==> config.mk <==
export PLATFORM = sky130hd
export DESIGN_NAME = mem_wb_writeback
export DESIGN_NICKNAME = d
export VERILOG_FILES = /design/src/rtl/mem_wb_writeback.sv
export SDC_FILE = /design/constraint.sdc
export NUM_CORES = 1
export LEC_CHECK = 0
export BUFFER_PORTS_ARGS = -buffer_cell sky130_fd_sc_hd__buf_2
export CAP_MARGIN = 5
export CORE_MARGIN = 5
export CORE_UTILIZATION = 51
export CTS_BUF_LIST = sky130_fd_sc_hd__clkbuf_4
export DETAILED_ROUTE_END_ITERATION = 7
export GPL_ROUTABILITY_DRIVEN = 0
export MAX_ROUTING_LAYER = met4
export PLACE_DENSITY = 0.92
export SYNTH_ARGS = -nofsm -noshare
export SYNTH_HDL_FRONTEND = slang
export SYNTH_SLANG_ARGS = --single-unit
==> constraint.sdc <==
create_clock -name clk -period 3 [get_ports clk]
set_input_delay 0.45 -clock clk [delete_from_list [all_inputs] [get_ports clk]]
set_output_delay 0.45 -clock clk [all_outputs]
set_load 0.01 [all_outputs]
==> src/rtl/mem_wb_writeback.sv <==
// MEM/WB pipeline register and writeback driver for the RV64I core.
// Formats load data, selects the writeback source, blocks x0 writes and counts retired instructions.
module mem_wb_writeback #(
  parameter int XLEN   = 64,
  parameter int REG_AW = 5
) (
  input  logic              clk,
  input  logic              reset,
  input  logic              mem_valid,
  input  logic [XLEN-1:0]   mem_alu_result,
  input  logic [XLEN-1:0]   mem_read_data,
  input  logic [XLEN-1:0]   mem_pc_plus4,
  input  logic [REG_AW-1:0] mem_rd,
  input  logic              mem_reg_write,
  input  logic [1:0]        mem_wb_sel,
  input  logic [2:0]        mem_funct3,
  input  logic              wb_stall,
  input  logic              wb_flush,
  output logic [XLEN-1:0]   rf_write_data,
  output logic [REG_AW-1:0] rf_rd,
  output logic              rf_reg_write,
  output logic              wb_valid,
  output logic              wb_load_fault,
  output logic [63:0]       instret
);

  localparam logic [1:0] SEL_LOAD = 2'b01;
  localparam logic [1:0] SEL_LINK = 2'b10;

  // Shift the addressed byte down to bit 0, then truncate and extend per funct3.
  function automatic logic [XLEN-1:0] fmt_load(input logic [XLEN-1:0] data,
                                               input logic [2:0]      off,
                                               input logic [2:0]      f3);
    logic [XLEN-1:0] sh;
    sh = data >> {off, 3'b000};
    case (f3)
      3'b000:  return {{(XLEN-8){sh[7]}}, sh[7:0]};
      3'b001:  return {{(XLEN-16){sh[15]}}, sh[15:0]};
      3'b010:  return {{(XLEN-32){sh[31]}}, sh[31:0]};
      3'b011:  return sh;
      3'b100:  return {{(XLEN-8){1'b0}}, sh[7:0]};
      3'b101:  return {{(XLEN-16){1'b0}}, sh[15:0]};
      3'b110:  return {{(XLEN-32){1'b0}}, sh[31:0]};
      default: return {XLEN{1'b0}};
    endcase
  endfunction

  function automatic logic load_bad(input logic [2:0] off, input logic [2:0] f3);
    case (f3[1:0])
      2'b00:   return 1'b0;
      2'b01:   return off[0];
      2'b10:   return (off[1:0] != 2'b00);
      2'b11:   return f3[2] || (off != 3'b000);
      default: return 1'b1;
    endcase
  endfunction

  logic [XLEN-1:0]   wdata_q, wdata_d;
  logic [REG_AW-1:0] rd_q, rd_d;
  logic              we_q, we_d;
  logic              valid_q, valid_d;
  logic              fault_q, fault_d;
  logic [63:0]       instret_q, instret_d;

  logic              is_load;
  logic              load_fault;
  logic [XLEN-1:0]   load_data;
  logic [XLEN-1:0]   wb_data;

  // Writeback source selection and load fault detection.
  always_comb begin
    is_load    = (mem_wb_sel == SEL_LOAD);
    load_data  = fmt_load(mem_read_data, mem_alu_result[2:0], mem_funct3);
    load_fault = is_load && load_bad(mem_alu_result[2:0], mem_funct3);
    case (mem_wb_sel)
      SEL_LOAD: wb_data = load_data;
      SEL_LINK: wb_data = mem_pc_plus4;
      default:  wb_data = mem_alu_result;
    endcase
  end

  // Next-state: flush beats stall beats capture; a non-valid capture is a bubble.
  always_comb begin
    wdata_d   = wdata_q;
    rd_d      = rd_q;
    we_d      = we_q;
    valid_d   = valid_q;
    fault_d   = fault_q;
    instret_d = instret_q;
    if (wb_flush || (!wb_stall && !mem_valid)) begin
      wdata_d = {XLEN{1'b0}};
      rd_d    = {REG_AW{1'b0}};
      we_d    = 1'b0;
      valid_d = 1'b0;
      fault_d = 1'b0;
    end else if (wb_stall) begin
      instret_d = instret_q;
    end else begin
      valid_d   = 1'b1;
      fault_d   = load_fault;
      rd_d      = mem_rd;
      // The register file does not protect x0, so rd==0 must never assert the write.
      we_d      = mem_reg_write && (mem_rd != {REG_AW{1'b0}}) && !load_fault;
      wdata_d   = load_fault ? {XLEN{1'b0}} : wb_data;
      instret_d = instret_q + 64'd1;
    end
  end

  // WB state registers with synchronous reset.
  always_ff @(posedge clk) begin
    if (reset) begin
      wdata_q   <= {XLEN{1'b0}};
      rd_q      <= {REG_AW{1'b0}};
      we_q      <= 1'b0;
      valid_q   <= 1'b0;
      fault_q   <= 1'b0;
      instret_q <= 64'd0;
    end else begin
      wdata_q   <= wdata_d;
      rd_q      <= rd_d;
      we_q      <= we_d;
      valid_q   <= valid_d;
      fault_q   <= fault_d;
      instret_q <= instret_d;
    end
  end

  assign rf_write_data = wdata_q;
  assign rf_rd         = rd_q;
  assign rf_reg_write  = we_q;
  assign wb_valid      = valid_q;
  assign wb_load_fault = fault_q;
  assign instret       = instret_q;

endmodule

==> results of run 1 <==
[worst max-delay path, cell delays in order (launching register included)]
cell     delay [ps]
dfxtp_1         470
nand4_1         210
or2_4           370
or4_1           670
or4_1           520
a21oi_1         150
[cells by family after synthesis]
family,Yosys count,synth area share
compound gates,375,0.2939
xor+xnor,24,0.02332
fa+ha+maj,3,0.004165
buf+inv,126,0.05650
flops,136,0.3021
mux,86,0.1245
simple gates,330,0.1955
[Yosys cell counts, types with 3 or more instances]
cell,instances,area share
dfxtp_1,136,0.30
clkbuf_1,83,0.035
o21ai_0,76,0.042
a22oi_1,73,0.061
nand2_1,70,0.029
nor2_1,62,0.026
a21oi_1,48,0.027
mux2i_1,48,0.053
or4_1,35,0.029
a221oi_1,33,0.032
o31ai_1,33,0.027
a22o_1,29,0.028
nand3_1,29,0.016
nor3_1,25,0.014
nand4_1,23,0.016
inv_1,21,0.0087
and2_1,19,0.013
mux2_2,19,0.024
mux4_2,19,0.047
xnor2_1,19,0.018
a211oi_1,17,0.014
a32oi_1,17,0.017
nor4_1,13,0.0090
nand2b_1,12,0.0083
buf_2,11,0.0061
o211ai_1,10,0.0083
a222oi_1,9,0.010
a2bb2oi_1,8,0.0078
or3_1,8,0.0056
and3_1,7,0.0049
nor2b_1,7,0.0049
buf_1,6,0.0025
o221ai_1,6,0.0058
or2_2,6,0.0042
xor2_1,5,0.0049
and4_1,4,0.0039
o22ai_1,4,0.0028
ha_1,3,0.0042
[layout by cell type (no fill, tap or decap), types with 18 or more instances in the layout]
master and n:
a22oi_1 73, and2_1 18, nand3_1 29, nand2_1 70, or4_1 35, xnor2_1 19, a21oi_1 48, a221oi_1 32
inv_1 20, nor3_1 24, dfxtp_1 136, buf_4 34, nand4_1 23, mux4_2 19, nor2_1 62, a22o_1 29
mux2_2 19, mux2i_1 48, buf_2 343, o21ai_0 76, o31ai_1 33
[report_power, final]
group,switching [W],internal (W)
logic,0.000490,0.000350
clock network,0.000835,0.000616
registers,0.0000156,0.00183
[metal layers]
layer	GRT usage	part of all wire
met1	0.4069	0.35
met3	0.07133	0.11
met5	-	0
met4	0.1731	0.059
met2	0.5574	0.48
[metrics by stage]
stage | instance area, um^2 | hold WS, ps | worst slack [ps] | utilization
finish | 11270 | 124.8 | 548.8 | 0.6513
global route | 11260 | 92.45 | 419.7 | 0.6512
CTS | 11250 | 90.62 | 569.9 | 0.6503
detailed placement | 10920 | 436.3 | 385.7 | 0.6311
global placement | 10920 | 432.0 | 428.2 | 0.6311
floorplan | 9012 | 462.5 | 688.4 | -
[sequential cells by signal, summed over array words and instances (netlist names)]
name	flops
wb_load_fault	1
rf_reg_write	1
rf_rd	5
rf_write_data	64
wb_valid	1
instret	64
[cell type report]
type / instances / area [um^2] / share of cell area
Sequential cell: 136 / 2723 / 0.2417
Clock inverter: 15 / 203.9 / 0.01810
Inverter: 22 / 82.58 / 0.007330
Clock buffer: 17 / 127.6 / 0.01133
Multi-Input combinational cell: 818 / 5818 / 0.5164
Tap cell: 225 / 281.5 / 0.02499
Antenna cell: 7 / 17.52 / 0.001555
Timing Repair Buffer: 379 / 2012 / 0.1786
[worst paths after layout]
check | from | endpoint | slack [ps]
setup / recovery | instret[7]$_SDFFE_PP0P_ | instret[38]$_SDFFE_PP0P_ | 550
hold / removal | mem_rd[1] | rf_rd[1]$_SDFFE_PP0N_ | 120
setup reg to reg | instret[7]$_SDFFE_PP0P_ | instret[38]$_SDFFE_PP0P_ | 550
hold reg to reg | rf_write_data[13]$_SDFFE_PP0N_ | rf_write_data[13]$_SDFFE_PP0N_ | 450
==> results.md, run 1 <==
* R2R depth at 5
* Die area at 0.02043 mm^2
* Clk buf depth at 2
* Worst setup SP type: flop
* Routed wire length at 35.68 mm
* 1st-iter DRT viols at 1394
* Core area at 0.01730 mm^2
* Post-CTS sizing at 0
* Endpoint class of the critical path: flop
* Clock Sink Count at 136
* CTS buffer count at 17
* YS warnings at 0
* Setup bufs post-CTS at 0
* Post-route ant nets at 0
* Hold Buf Count CTS at 0
* PortBufs at 343
* Ports at 344
* Cells after DPL at 1580
* CTS tree: done
* CTS Root Cell: clkbuf_4
* Fin crit period at 2451 ps
* Fin cells at 1619
* Hold Violations, Final at 0
* Remaining DRCs at 0
* Max Clk Rate at 408.0 MHz
* Seq/Total Area, Yosys at 0.3021
* Power per Cell Area at 367.1 mW/mm^2
* # fillers at 1439
* HPWL Detailed at 27.13 mm
* RSZ-0062 raised after global routing: false
* Area Overhead vs Synth at 25.00%
* Slew Viols, Final at 0
* Via count of the first global-routing pass at 9912
* Clock Latency Late Sink at 570 ps
* Congestion Overflow GR at 0
* Die height at 142.9 um
* Total power at 0.004135 W
* Via density at 6.710
* WP data arrival at 2960 ps
* Leakage at 4.478 nW
* Syn_area_per_cell at 8.345 um^2
* IR drop worst, VDD at 235.9 uV
* Synth Instances at 1080
* Layout cells sized above 1 at 0.3381
* Setup TNS at 0 ps
* Largest net degree at the start of global routing at 66
* Setup violations, final at 0
* Worst clock skew at 24.80 ps
* Yosys cell types at 58
* Synth Flop Type: dfxtp_1
* Vias at 10860
* Drt wl/cell at 22.04 um
* Die W at 142.9 um
* Total track usage at 0.3447
* Clock transition at path regs at 150 ps
* Antenna violations before repair at 6
* EDFF count, synth at 0
* H-tree depth at 4
* Worst hold path stage count at 3
* Worst Path Max Fanout at 14
* Initial DRT Pass Iterations at 6
* Worst-Margin Slew at 669.8 ps
* Register bit total from synthesis at 136
* Fin nets at 1585
* Crit Path Class: reg2reg
* Syn Nets at 1291
* First-pass GRT wire length at 54.03 mm
* Status: completed
* Req. time, crit path at 3510 ps
* Max_cap viols at 0
* Initial Util at 0.5211
* Row cnt at 48
* Async S/R FF share, synth at 0
* Period utilization at 0.8171
* Syn Std Cell Area at 0.009012 mm^2
* Worst Hold Class: in2reg
* Slew Limit Headroom at 0.5535
Power figures use the tool's default switching activity.
==> inputs of run 2 (changes only) <==
--- a/config.mk
+++ b/config.mk
@@ -5,15 +5,16 @@
 export SDC_FILE = /design/constraint.sdc
 export NUM_CORES = 1
 export LEC_CHECK = 0
+export ABC_AREA = 1
 export BUFFER_PORTS_ARGS = -buffer_cell sky130_fd_sc_hd__buf_2
 export CAP_MARGIN = 5
 export CORE_MARGIN = 5
-export CORE_UTILIZATION = 51
+export CORE_UTILIZATION = 48
 export CTS_BUF_LIST = sky130_fd_sc_hd__clkbuf_4
 export DETAILED_ROUTE_END_ITERATION = 7
 export GPL_ROUTABILITY_DRIVEN = 0
 export MAX_ROUTING_LAYER = met4
-export PLACE_DENSITY = 0.92
+export PLACE_DENSITY = 0.89
 export SYNTH_ARGS = -nofsm -noshare
 export SYNTH_HDL_FRONTEND = slang
 export SYNTH_SLANG_ARGS = --single-unit
==> constraint.sdc (replaced) <==
create_clock -name clk -period 2 [get_ports clk]
set_input_delay 0.3 -clock clk [delete_from_list [all_inputs] [get_ports clk]]
set_output_delay 0.3 -clock clk [all_outputs]
set_load 0.01 [all_outputs]
==> run 2 against run 1 <==
Against the previous run:
- the run now ends with DRC left
- final cell count rose by 47%
- total power rose by 55%
- sequential cell count did not move
- highest routed layer unchanged
- largest power group unchanged
==> results.md, run 2 <==
* Req. time, crit path at 2490 ps
* Met1 WL at 15.98 mm
* Syn_area_per_cell at 5.670 um^2
* Clock transition at path regs at 140 ps
* Multi-input combinational cell area at 0.006490 mm^2
* Area Overhead vs Synth at 27.55%
* Area share of the largest cell type after synthesis at 0.2725
* Setup violations, final at 0
* Cells after DPL at 2342
* Via density at 5.851
* Seq/Total Area, Yosys at 0.2725
* Length of routed met3 wiring at 5.102 mm
* Die area at 0.02380 mm^2
* Slew Viols, Final at 0
* Worst-Margin Slew at 865.0 ps
* 1st-iter DRT viols at 2066
* Slew Limit Headroom at 0.4233
* Failing checks: DRC
* Die W at 154.3 um
* Pre-CTS setup slack at -158.8 ps
* Max_cap viols at 0
* # fillers at 1862
* Register bit total from synthesis at 136
* Post-Synth Adder-Cell Area at 0.003757
* Clk buf depth at 2
* Synth Area in Compound Gates at 0.1727
* Drt wl/cell at 18.15 um
* Synth Instances at 1762
* CTS tree: done
* Core area at 0.02036 mm^2
* EDFF count, synth at 0
* Fin nets at 2308
* Final Core Density at 0.6258
* Post-route ant nets at 0
* First-pass GRT wire length at 65.45 mm
* Yosys cell types at 50
* Post-synthesis mux area share at 0
* Worst Hold Class: in2reg
* Cell taking the most area after synthesis: dfxtp_1
* Met2 WL at 19.86 mm
* Most numerous cell in the Yosys netlist: nand2_1
* Largest net degree at the start of global routing at 74
* Syn Nets at 1973
* Register area at 0.002733 mm^2
* Crit Path Class: reg2reg
* Total track usage at 0.3488
* Status: complete, but fails checks
* Worst clock skew at 34.85 ps
* Post-synth top cells: nand2_1 (592), nor2_1 (244), a21oi_1 (207)
* Fin crit period at 1906 ps
* Synth Flop Type: dfxtp_1
* Top post-synthesis cells by area: dfxtp_1 (27%), nand2_1 (22%), a21oi_1 (10%)
* IR drop worst, VDD at 294.8 uV
* Setup TNS at 0 ps
* Hold Violations, Final at 0
* Vias at 13950
* Initial DRT Pass Iterations at 8
* CTS buffer count at 17
* Most frequent cells in the layout: nand2_1 (591), buf_2 (343), nor2_1 (241), a21oi_1 (207), dfxtp_1 (128)
* Leakage at 6.006 nW
* HPWL Detailed at 32.51 mm
* Clock Sink Count at 136
* Placed Instance Area at 0.01228 mm^2
* H-tree depth at 4
* Antenna violations before repair at 4
* Period utilization at 0.9531
* Syn Std Cell Area at 0.009991 mm^2
* Most common cell after layout, fill and taps aside: nand2_1
* Layout cells sized above 1 at 0.2398
* Initial Util at 0.4906
* Async S/R FF share, synth at 0
* Congestion Overflow GR at 0
* Die height at 154.3 um
* Post-route worst setup slack at 93.87 ps
* Clock Latency Late Sink at 590 ps
* Max Clk Rate at 524.6 MHz
* WP data arrival at 2400 ps
* Routed wire length at 43.27 mm
* YS warnings at 0
* Largest family of logic cells by synthesized area: simple AND/OR/NAND/NOR gates
* RSZ-0062 raised after global routing: true
* Worst setup SP type: flop
* Fin cells at 2384
* PortBufs at 343
* Top Layer Used: met4
* Endpoint class of the critical path: flop
* Remaining DRCs at 4
* Power per Cell Area at 503.2 mW/mm^2
* Synth Area in XOR/XNOR at 0.01315
* Worst Path Max Fanout at 7
* Row cnt at 52
* Via count of the first global-routing pass at 12500
* Simple-gate portion of the synthesized area at 0.4492
* Ports at 344
* Post-route cell area at 0.01274 mm^2
* CTS Root Cell: clkbuf_4
==> run 2: cell count changes in the layout (fill, tap and decap cells not counted), moves of 26 or more <==
cell | before | now
a22o_1 | 29 | 0
a22oi_1 | 73 | 0
a221oi_1 | 32 | 0
nand2_1 | 70 | 591
a21oi_1 | 48 | 207
mux2i_1 | 48 | 0
inv_1 | 20 | 102
nand3_1 | 29 | 95
buf_4 | 34 | 60
nor2_1 | 62 | 241
o31ai_1 | 33 | 3
nand4_1 | 23 | 51
or4_1 | 35 | 0
==> run 2: repair_timing <==
action | CTS | global route
endpoints found under the hold margin | 4 | 0
resized for setup | 0 | 29
setup endpoints to repair | 0 | 22
hold buffers | 4 | 0
buffers inserted | 0 | 2
==> run 2: cell families (layout without fill, tap and decap cells) <==
group,Yosys count,after routing
AO/OA/AOI/OAI,329,329
XOR/XNOR,15,15
flip-flops,136,136
other,0,4
AND/OR/NAND/NOR,1064,1064
buffers and inverters,215,563
adder cells (fa/ha/maj),3,3
==> run 2: final timing paths <==
kind                                                      from                             end  slack [ps]  cells past startpoint
worst min register to register  rf_write_data[23]$_SDFFE_PP0N_  rf_write_data[23]$_SDFFE_PP0N_         460                      2
worst max-delay path                   instret[1]$_SDFFE_PP0P_        instret[45]$_SDFFE_PP0P_          90                     10
worst min-delay path                         mem_alu_result[5]   rf_write_data[5]$_SDFFE_PP0N_          50                      3
worst max register to register         instret[1]$_SDFFE_PP0P_        instret[45]$_SDFFE_PP0P_          90                     10
==> run 2: layer usage <==
| metal | vias up | track usage |
|---|---|---|
| met5 | - | - |
| li1 | 6440 | - |
| met4 | 0 | 0.1543 |
| met2 | 1073 | 0.5566 |
| met1 | 6213 | 0.4271 |
| met3 | 222 | 0.07209 |
==> run 2: metrics by stage <==
| step | total power [W] | hold slack (ps) |
|---|---|---|
| global route | 0.006683 | 19.90 |
| finish | 0.006412 | 51.46 |
| CTS | 0.006362 | 12.08 |
| detailed placement | 0.004446 | 447.7 |
| floorplan | 0.003762 | 442.9 |
| global placement | 0.004427 | 446.0 |
==> run 2: where the power goes <==
group	internal (W)	switching, W	leakage, nW	total (W)
clock network	0.000669	0.00129	0.147	0.00196
logic	0.000615	0.00105	4.76	0.00167
registers	0.00276	0.0000265	1.10	0.00278
==> run 2: worst max-delay path, cell delays in order, from the launching register on <==
cell and delay, ps:
dfxtp_2 380, buf_4 140, nand3_2 170, nor2_2 180, nand3_1 160, nor2_4 150, nand4_2 240, nor3_2 230
nand2_1 80, nand2_1 70, nor2_1 40
==> run 2: layout make-up <==
cell class / count / share of cell area
Multi-Input combinational cell: 1411 / 0.5093
Sequential cell: 136 / 0.2144
Timing Repair Buffer: 420 / 0.1936
Inverter: 111 / 0.03289
Tap cell: 270 / 0.02651
Clock inverter: 15 / 0.01247
Clock buffer: 17 / 0.01001
Antenna cell: 4 / 0.0007855
==> inputs of run 3 (changes only) <==
--- a/config.mk
+++ b/config.mk
@@ -15,6 +15,7 @@
 export GPL_ROUTABILITY_DRIVEN = 0
 export MAX_ROUTING_LAYER = met4
 export PLACE_DENSITY = 0.89
+export REMOVE_ABC_BUFFERS = 1
 export SYNTH_ARGS = -nofsm -noshare
 export SYNTH_HDL_FRONTEND = slang
 export SYNTH_SLANG_ARGS = --single-unit
==> run 3 against run 2 <==
Against the previous run:
- the run still ends with DRC left
- highest routed layer unchanged
- global-route usage down 1.9 points
- worst hold slack worse by 6.7 ps
- largest power group unchanged
- clock power up 3%
- sequential share of layout area down 0.091 points
- combinational power down 5%
==> results.md, run 3 (same netlist as run 2, synthesis figures left out) <==
* IR drop worst, VDD at 294.1 uV
* Fin crit period at 1991 ps
* Final Core Density at 0.6287
* Slew Limit Headroom at 0.4234
* Antenna violations before repair at 14
* Failing checks: DRC
* Endpoint class of the critical path: flop
* PortBufs at 343
* Clock power share at 0.315
* Via density at 5.657
* Vias at 13590
* Crit path max-delay cell type: dfxtp_1
* CTS buffer count at 17
* Row cnt at 52
* HPWL Detailed at 30.37 mm
* Die W at 154.3 um
* Delay of the slowest cell on the worst path at 490 ps
* Net Switching at 0.002325 W
* Post-route worst setup slack at 9.227 ps
* CTS Root Cell: clkbuf_4
* CTS tree: done
* Worst Hold Class: in2reg
* Initial Util at 0.4906
* Die area at 0.02380 mm^2
* Crit-path cells: nand2_1, nor2_1, nand2_1, nor3_1, nand2_1, or2_1, nor2_1, xnor2_1, nor2_1
* WP buf/inv at 0
* Via count of the first global-routing pass at 12310
* Total track usage at 0.3296
* Post-route ant nets at 0
* Most common cell after layout, fill and taps aside: nand2_1
* Die height at 154.3 um
* Max_cap viols at 0
* Fin cells at 2402
* Leakage at 6.060 nW
* Worst path top cell family by delay: simple AND/OR/NAND/NOR gates
* Crit path launch: instret[3]$_SDFFE_PP0P_
* Remaining DRCs at 1
* Ports at 344
* # fillers at 1876
* Cells after DPL at 2344
* Pre-CTS setup slack at -99.00 ps
* Clock transition at path regs at 170 ps
* Drt wl/cell at 16.82 um
* Clk buf depth at 2
* Layout cells sized above 1 at 0.2375
* Sw Ratio at 0.3641
* Total internal power at 0.004062 W
* Area Overhead vs Synth at 28.15%
* Worst hold margin at 44.81 ps
* Status: complete, but fails checks
* Core area at 0.02036 mm^2
* Clock Latency Late Sink at 580 ps
* Worst Path Max Fanout at 6
* Min-Delay Startpoint: mem_alu_result[15]
* Largest net degree at the start of global routing at 74
* Routed wire length at 40.41 mm
* Worst-Margin Slew at 864.9 ps
* 1st-iter DRT viols at 1719
* Initial DRT Pass Iterations at 8
* Power per Cell Area at 498.9 mW/mm^2
* First-pass GRT wire length at 62.86 mm
* Setup violations, final at 0
* Most frequent cells in the layout: nand2_1 (591), buf_2 (343), nor2_1 (242), a21oi_1 (207), dfxtp_1 (131)
* Worst r2r src: instret[3]$_SDFFE_PP0P_
* Worst clock skew at 34.42 ps
* Worst setup SP type: flop
* Reg power frac at 0.435
* Period utilization at 0.9954
* Max Clk Rate at 502.3 MHz
* Total power at 0.006387 W
* WP data arrival at 2470 ps
* Fin nets at 2316
* Clock Sink Count at 136
* H-tree depth at 4
* Crit Path Class: reg2reg
* Hold Violations, Final at 0
* Share of power burned in combinational logic at 0.249
* Slew Viols, Final at 0
* Congestion Overflow GR at 0
* Req. time, crit path at 2480 ps
-- run 3: cell count changes in the layout (fill, tap and decap cells not counted), sizes merged --
cell | before | now
diode | 4 | 14
clkinvlp | 3 | 1
buf | 416 | 423
inv | 119 | 118
dlygate4sd3 | 4 | 5
clkinv | 3 | 6
-- run 3: timing repair --
item / CTS / global route
hold endpoints to repair: 5 / 0
hold buffers: 5 / 0
endpoints found under the setup margin: 0 / 22
setup buffers: 0 / 7
resized for setup: 0 / 21
-- run 3: per-layer routing --
layer	routed length [um]	GRT usage	part of all wire	vias up
met5	0	-	0	-
met4	2182	0.1526	0.054	0
met3	4746	0.06650	0.12	179
met2	17930	0.5067	0.44	955
met1	15560	0.4176	0.38	5999
li1	-	-	-	6455
-- run 3: through the flow --
stage	cell area [um^2]	setup TNS, ps
2_1_floorplan	9524	-80510
5_1_grt	12800	-424.0
4_1_cts	12640	0
3_5_place_dp	12280	-99.00
3_3_place_gp	12280	-94.18
6_report	12800	0
-- run 3: power groups by stage --
stage | combinational (W) | sequential, W | clock [W]
CTS | 0.00156 | 0.00278 | 0.00205
detailed placement | 0.00154 | 0.00284 | 0
floorplan | 0.000800 | 0.00286 | 0
finish | 0.00159 | 0.00278 | 0.00201
global placement | 0.00152 | 0.00284 | 0
global route | 0.00176 | 0.00279 | 0.00219
-- run 3: worst reg2reg max path: stages (launching register included) --
cell and delay (ps):
dfxtp_1 490, nand2_1 130, nor2_1 310, nand2_1 120
nor3_1 170, nand2_1 70, or2_1 260, nor2_1 170
xnor2_1 140, nor2_1 60
-- run 3: worst paths after layout --
check | cells after the start | to | slack [ps]
setup reg to reg | 9 | instret[39]$_SDFFE_PP0P_ | 9
setup / recovery | 9 | instret[39]$_SDFFE_PP0P_ | 9
hold / removal | 3 | rf_write_data[15]$_SDFFE_PP0N_ | 40
hold reg to reg | 2 | rf_write_data[23]$_SDFFE_PP0N_ | 470
-- run 3: layout make-up --
type / count / area (um^2) / area share
clock inverter: 15 / 181.4 / 0.01417
antenna: 14 / 35.03 / 0.002736
multi-input combinational: 1411 / 6464 / 0.5048
sequential: 136 / 2734 / 0.2135
tap: 270 / 337.8 / 0.02639
clock buffer: 17 / 127.6 / 0.009968
timing repair buffer: 428 / 2505 / 0.1956
inverter: 111 / 419.2 / 0.03274
